==> src/rtl/regfile_sb_if.sv <==
// Bus bundle for regfile_sb: read ports, scoreboard flags, issue and
// write-back strobes, readiness and the debug tap. The pipeline side
// uses the master modport; the register file uses the slave modport.
interface regfile_sb_if #(
    parameter int XLEN   = 32,
    parameter int ADDR_W = 5
);
    logic [ADDR_W-1:0] rs1;
    logic [ADDR_W-1:0] rs2;
    logic [XLEN-1:0]   r1_data;
    logic [XLEN-1:0]   r2_data;
    logic              r1_busy;
    logic              r2_busy;
    logic              iss_en;
    logic [ADDR_W-1:0] iss_rd;
    logic              wr_en;
    logic [ADDR_W-1:0] rd;
    logic [XLEN-1:0]   wr_data;
    logic              ready;
    logic [XLEN-1:0]   out;

    modport master (
        output rs1, rs2, iss_en, iss_rd, wr_en, rd, wr_data,
        input  r1_data, r2_data, r1_busy, r2_busy, ready, out
    );

    modport slave (
        input  rs1, rs2, iss_en, iss_rd, wr_en, rd, wr_data,
        output r1_data, r2_data, r1_busy, r2_busy, ready, out
    );
endinterface

==> src/rtl/regfile_sb.sv <==
// regfile_sb: integer register file with a per-register busy scoreboard
// for the pipelined RV32I core. Two combinational read ports, one
// synchronous write-back port, and a post-reset sequencer that zeroes one
// entry per cycle before the file reports ready.
// Optional macro REGFILE_BYPASS_EN: forwards same-cycle write-back data
// (and the cleared busy flag) onto the read ports.
module regfile_sb #(
    parameter int XLEN     = 32,
    parameter int ADDR_W   = 5,
    parameter int ZERO_REG = 1
) (
    input  logic         clk,
    input  logic         rst,
    regfile_sb_if.slave  bus
);
    localparam int NREGS = 2 ** ADDR_W;
    // Index of the last entry, widened to the counter width.
    localparam logic [ADDR_W:0] CNT_LAST = {1'b0, {ADDR_W{1'b1}}};

    typedef enum logic {INIT, RUN} state_t;

    state_t            state_q, state_d;
    // One extra bit so the counter can step past the last index on the
    // transition cycle without wrapping back to zero.
    logic [ADDR_W:0]   cnt_q, cnt_d;
    logic [XLEN-1:0]   regs_q [NREGS];
    logic [XLEN-1:0]   regs_d [NREGS];
    logic [NREGS-1:0]  busy_q, busy_d;

    logic              ready;
    logic              wr_ok;
    logic              iss_ok;

    // Qualify strobes: ignored until ready, and index 0 is inert when hardwired.
    always_comb begin
        ready  = (state_q == RUN);
        wr_ok  = ready && bus.wr_en  && !((ZERO_REG != 0) && (bus.rd     == '0));
        iss_ok = ready && bus.iss_en && !((ZERO_REG != 0) && (bus.iss_rd == '0));
    end

    // Clear sequencer: walk every entry once, then hand over to RUN.
    always_comb begin
        state_d = state_q;
        cnt_d   = cnt_q;
        if (state_q == INIT) begin
            cnt_d = cnt_q + 1'b1;
            if (cnt_q == CNT_LAST) begin
                state_d = RUN;
            end
        end
    end

    // Per-entry next state. Issue is applied after write-back so that a
    // same-cycle issue to the same index leaves the register owned (busy).
    for (genvar gi = 0; gi < NREGS; gi++) begin : g_entry
        localparam logic [ADDR_W-1:0] IDX = ADDR_W'(gi);

        logic clr_hit;
        logic wr_hit;
        logic iss_hit;

        assign clr_hit = (state_q == INIT) && (cnt_q[ADDR_W-1:0] == IDX);
        assign wr_hit  = wr_ok  && (bus.rd     == IDX);
        assign iss_hit = iss_ok && (bus.iss_rd == IDX);

        assign regs_d[gi] = clr_hit ? '0 :
                            wr_hit  ? bus.wr_data : regs_q[gi];
        assign busy_d[gi] = iss_hit ? 1'b1 :
                            wr_hit  ? 1'b0 : busy_q[gi];
    end

    // Control state and scoreboard; reset wins over every strobe.
    always_ff @(posedge clk) begin
        if (rst) begin
            state_q <= INIT;
            cnt_q   <= '0;
            busy_q  <= '0;
        end else begin
            state_q <= state_d;
            cnt_q   <= cnt_d;
            busy_q  <= busy_d;
        end
    end

    // Data array has no reset; the sequencer clears it after rst drops.
    always_ff @(posedge clk) begin
        for (int i = 0; i < NREGS; i++) begin
            regs_q[i] <= regs_d[i];
        end
    end

    // Combinational read ports, forced to zero until the clear completes.
    always_comb begin
        bus.r1_data = '0;
        bus.r2_data = '0;
        bus.r1_busy = 1'b0;
        bus.r2_busy = 1'b0;
        if (ready) begin
            bus.r1_data = ((ZERO_REG != 0) && (bus.rs1 == '0)) ? '0 : regs_q[bus.rs1];
            bus.r2_data = ((ZERO_REG != 0) && (bus.rs2 == '0)) ? '0 : regs_q[bus.rs2];
            bus.r1_busy = busy_q[bus.rs1];
            bus.r2_busy = busy_q[bus.rs2];
`ifdef REGFILE_BYPASS_EN
            if (wr_ok && (bus.rd == bus.rs1)) begin
                bus.r1_data = bus.wr_data;
                bus.r1_busy = iss_ok && (bus.iss_rd == bus.rs1);
            end
            if (wr_ok && (bus.rd == bus.rs2)) begin
                bus.r2_data = bus.wr_data;
                bus.r2_busy = iss_ok && (bus.iss_rd == bus.rs2);
            end
`endif
        end
    end

    assign bus.ready = ready;
    assign bus.out   = bus.wr_data;

endmodule

==> src/flat_wrapper.sv <==
// flat-port wrapper written by rule: the top's interface ports become plain ports
module regfile_sb_flat 
#(
    parameter int XLEN     = 32,
    parameter int ADDR_W   = 5,
    parameter int ZERO_REG = 1
)
  (clk, rst, bus_rs1, bus_rs2, bus_iss_en, bus_iss_rd, bus_wr_en, bus_rd, bus_wr_data, bus_r1_data, bus_r2_data, bus_r1_busy, bus_r2_busy, bus_ready, bus_out);
  regfile_sb_if #(.XLEN(XLEN), .ADDR_W(ADDR_W)) bus_i ();
  input  logic clk;
  input  logic rst;
  input wire logic [$bits(bus_i.rs1)-1:0] bus_rs1;
  input wire logic [$bits(bus_i.rs2)-1:0] bus_rs2;
  input wire logic [$bits(bus_i.iss_en)-1:0] bus_iss_en;
  input wire logic [$bits(bus_i.iss_rd)-1:0] bus_iss_rd;
  input wire logic [$bits(bus_i.wr_en)-1:0] bus_wr_en;
  input wire logic [$bits(bus_i.rd)-1:0] bus_rd;
  input wire logic [$bits(bus_i.wr_data)-1:0] bus_wr_data;
  output wire logic [$bits(bus_i.r1_data)-1:0] bus_r1_data;
  output wire logic [$bits(bus_i.r2_data)-1:0] bus_r2_data;
  output wire logic [$bits(bus_i.r1_busy)-1:0] bus_r1_busy;
  output wire logic [$bits(bus_i.r2_busy)-1:0] bus_r2_busy;
  output wire logic [$bits(bus_i.ready)-1:0] bus_ready;
  output wire logic [$bits(bus_i.out)-1:0] bus_out;
  assign bus_i.rs1 = bus_rs1;
  assign bus_i.rs2 = bus_rs2;
  assign bus_i.iss_en = bus_iss_en;
  assign bus_i.iss_rd = bus_iss_rd;
  assign bus_i.wr_en = bus_wr_en;
  assign bus_i.rd = bus_rd;
  assign bus_i.wr_data = bus_wr_data;
  assign bus_r1_data = bus_i.r1_data;
  assign bus_r2_data = bus_i.r2_data;
  assign bus_r1_busy = bus_i.r1_busy;
  assign bus_r2_busy = bus_i.r2_busy;
  assign bus_ready = bus_i.ready;
  assign bus_out = bus_i.out;
  regfile_sb #(.XLEN(XLEN), .ADDR_W(ADDR_W), .ZERO_REG(ZERO_REG)) u_core (.clk(clk), .rst(rst), .bus(bus_i));
endmodule
==> config.mk <==
export PLATFORM = sky130hd
export DESIGN_NAME = regfile_sb_flat
export DESIGN_NICKNAME = d
export VERILOG_FILES = /design/src/rtl/regfile_sb_if.sv /design/src/rtl/regfile_sb.sv /design/src/flat_wrapper.sv
export SDC_FILE = /design/constraint.sdc
export NUM_CORES = 2
export LEC_CHECK = 0
export CAP_MARGIN = 10
export CORE_UTILIZATION = 63
export CTS_CLUSTER_DIAMETER = 200
export DETAILED_ROUTE_END_ITERATION = 6
export PLACE_DENSITY = 0.79
export SETUP_SLACK_MARGIN = 0.2
export SKIP_LAST_GASP = 1
export SLEW_MARGIN = 20
export SYNTH_ARGS = -nofsm -noshare
export SYNTH_HDL_FRONTEND = slang
export SYNTH_SLANG_ARGS = --single-unit
==> constraint.sdc <==
create_clock -name clk -period 5.3 [get_ports clk]
set_input_delay 1.06 -clock clk [delete_from_list [all_inputs] [get_ports clk]]
set_output_delay 1.06 -clock clk [all_outputs]
set_load 0.01 [all_outputs]
==> results.yml <==
die:
  dieArea_um2: 91500
  io_pins: 155
  core_um2: 88900
  die_x_um: 302
  initial_core_util_pct: 64.0
  die-height_um: 302
  fp-row-count: 109
yosys:
  synth_fa_ha_area_share_pct: 0.132
  syn_area_um2: 56900
  synth.ff_latch_count: 1063
  async_flop_share_pct: 0
  yosys-top-cells-area: "edfxtp_1 (54%), mux4_2 (21%), and2_1 (11%), mux2i_1 (4.7%), clkbuf_1 (1.7%)"
  synth_fp_nets: 3753
  yosys.area.top_type: "edfxtp_1"
  synth_flop_cell: "edfxtp_1"
  synthSimpleGateAreaFrac_pct: 12.6
  synth.distinct_cells: 38
  synth_seq_area_share_pct: 55.4
  synth_mux_area_share_pct: 25.5
  ys_warn_count: 0
  netlist_instances: 3691
  synthXorXnorAreaFrac_pct: 0.0616
  synth_top_family_by_area: "multiplexers"
  synth.avg_cell_area_um2: 15.4
  synth_top_area_share_pct: 54.1
  yosys-top-cells-count: "and2_1 (1024), edfxtp_1 (1024), mux4_2 (526)"
  synth_compound_area_share_pct: 2.80
  synth-edff-count: 1024
finish:
  syn2layout_area_growth_pct: 11.8
  seqCellArea_um2: 31500
  nets: 3786
  fill_cells: 5573
  multi_input_area_um2: 23700
  utilization_pct: 71.5
  drive_above_1_share_pct: 24.2
global_routing:
  grt_pass1_vias: 37400
  grt_max_degree: 90
  grt_usage_pct: 39.4
  grt_pass1_wl_um: 253000
  grt_overflow: 0
  antenna_found_initial: 9
critical_path:
  slowest_stage: "clkdlybuf4s50_1"
  path_class: "in2out"
  cp.buffers_inverters: 3
  slowest_delay_ps: 730
  cp-end-kind: "primary output"
  crit_chain: "clkdlybuf4s50_1 > or4b_1 > buf_4 > o22a_1 > o221ai_1 > clkdlybuf4s50_1"
  critPathRequiredTime_ps: 4240
  crit_path_max_fanout: 32
  worstPathArrival_ps: 4000
  crit_family: "buffers and inverters"
  path_common_cell: "clkdlybuf4s50_1"
  ff2ff_path_depth: 5
  cp.depth: 6
  critPathLaunchType: "input pin"
cts:
  numClockSinks: 1063
  clkTransAtPathRegs_ps: 60
  cts_tree: "built"
  clockRootBuffer: "clkbuf_16"
  cts-htree-levels: 3
  clockBufferDepth: 3
  cts_made_buffers: 111
  worstSkewPairLatency_ps: 690
job:
  max_cap_viol_count: 0
drt:
  drt-total-wl_um: 177000
  vias_per_cell: 7.36
  first_pass_iters: 6
  wl_per_cell_um: 35.5
  first_iter_violations: 5690
  vias: 36700
  ant_nets: 0
  drc: 0
timing:
  finalSetupViolCount: 0
  period_minus_slack_ps: 5060
  worstMarginPinSlew_ps: 1180
  min_period_over_period_pct: 95.5
  rsz0062_at_grt: "false"
  hold_violations: 0
  relSlewSlack_pct: 21.0
  fin_setup_tns_ps: 0
  max_freq_mhz: 198
  drv_slew: 0
  fin_skew_ps: 22.0
placement:
  portBuffers: 154
  dpl.hpwl_um: 105000
  gp_congestion: 1.05
power:
  p_leak_uw: 0.0210
  powerDensity_nw_per_um2: 298
  peakVddDrop_uv: 306
hold_path:
  hold_depth: 1
  hold_path.class: "reg2reg"
outcome:
  status: "completed"
state kept, by name, indices dropped and copies added (netlist names):
| name | flops |
|---|---|
| u_core.regs_q | 1024 |
| u_core.busy_q | 32 |
| u_core.cnt_q | 6 |
| u_core.bus.ready | 1 |
power breakdown:
group	total (µW)	internal, µW	switching (µW)
clock network	7670	4390	3280
registers	9400	9350	50.7
logic	1870	873	994
total	18900	14600	4330
layer usage:
layer | GRT usage, % | wire length (µm)
met4 | 25.2 | 13000
met1 | 50.0 | 58200
met5 | 0 | 25
met2 | 61.2 | 82600
met3 | 10.1 | 23500
stage by stage:
| stage | power [µW] | cell area [µm²] | setup WS [ps] | hold WS [ps] | cells |
|---|---|---|---|---|---|
| 6_report | 18900 | 63600 | 241 | 488 | 4988 |
| 5_1_grt | 19300 | 63600 | 296 | 504 | 4980 |
| 4_1_cts | 18900 | 63600 | 361 | 483 | 4980 |
| 3_5_place_dp | 11400 | 60100 | 363 | 474 | 4776 |
| 3_3_place_gp | 11300 | 60100 | 363 | 465 | 4776 |
| 2_1_floorplan | 10800 | 56900 | 827 | 451 | 3691 |
final timing paths:
check / slack, ps / end / from
setup / recovery: 240 / bus_r1_data[22] / bus_rs1[4]
hold / removal: 490 / u_core.busy_q[0]$_SDFFE_PP0P_ / u_core.busy_q[0]$_SDFFE_PP0P_
setup reg to reg: 1690 / u_core.regs_q[13][25]$_SDFFCE_PP0P_ / u_core.cnt_q[2]$_SDFFE_PP0N_
hold reg to reg: 490 / u_core.busy_q[0]$_SDFFE_PP0P_ / u_core.busy_q[0]$_SDFFE_PP0P_
kinds of logic (layout without fill, tap and decap cells):
group | count (synthesis) | in the layout
AO/OA/AOI/OAI | 215 | 215
XOR/XNOR | 4 | 4
adder cells (fa/ha/maj) | 6 | 6
buffers and inverters | 425 | 549
flip-flops | 1063 | 1063
multiplexers | 791 | 791
other | 0 | 8
AND/OR/NAND/NOR | 1187 | 1187
area by class of cell:
type                       count  area share [%]
clock inverter                53           0.696
sequential                  1063            49.6
multi-input combinational   2203            37.3
inverter                       6          0.0354
tap                         1165            2.29
clock buffer                 151            4.84
timing repair buffer         339            5.24
antenna                        8          0.0315
worst register-to-register path: stages, from the launching register on:
cell and delay [ps]:
dfxtp_1 480, nand2_1 140, nor3_1 450, nand2_2 760, nand2_2 1000, buf_4 430
cells in the final DEF (no fill, tap or decap), types with 7 or more instances in the layout:
| cell type | Yosys | routed |
|---|---|---|
| clkinv_2 | 0 | 17 |
| o21ai_4 | 0 | 23 |
| buf_12 | 0 | 31 |
| dfxtp_1 | 39 | 39 |
| and2_1 | 1024 | 1024 |
| buf_4 | 70 | 157 |
| clkbuf_16 | 0 | 114 |
| nor2b_1 | 8 | 8 |
| clkdlybuf4s50_1 | 0 | 146 |
| o221ai_1 | 66 | 66 |
| o22a_1 | 64 | 64 |
| a21oi_1 | 24 | 24 |
| clkinv_1 | 0 | 22 |
| nor3_1 | 9 | 9 |
| a22oi_1 | 8 | 8 |
| edfxtp_1 | 1024 | 1024 |
| nand2_1 | 74 | 49 |
| nand2_2 | 0 | 25 |
| nand3_1 | 13 | 11 |
| nand2b_1 | 11 | 11 |
| o21ai_0 | 46 | 23 |
| nor2_1 | 24 | 24 |
| clkbuf_1 | 254 | 28 |
| mux2i_1 | 265 | 265 |
| mux4_2 | 526 | 526 |
| bufinv_16 | 0 | 7 |
| diode_2 | 0 | 8 |
| clkbuf_8 | 0 | 9 |
repair_timing:
item / CTS / global route
setup endpoints to repair: 0 / 1
gates resized for setup: 0 / 1
hold buffers: 0 / 0
buffers inserted: 0 / 0
No activity file was read; power rests on OpenSTA's default activity.
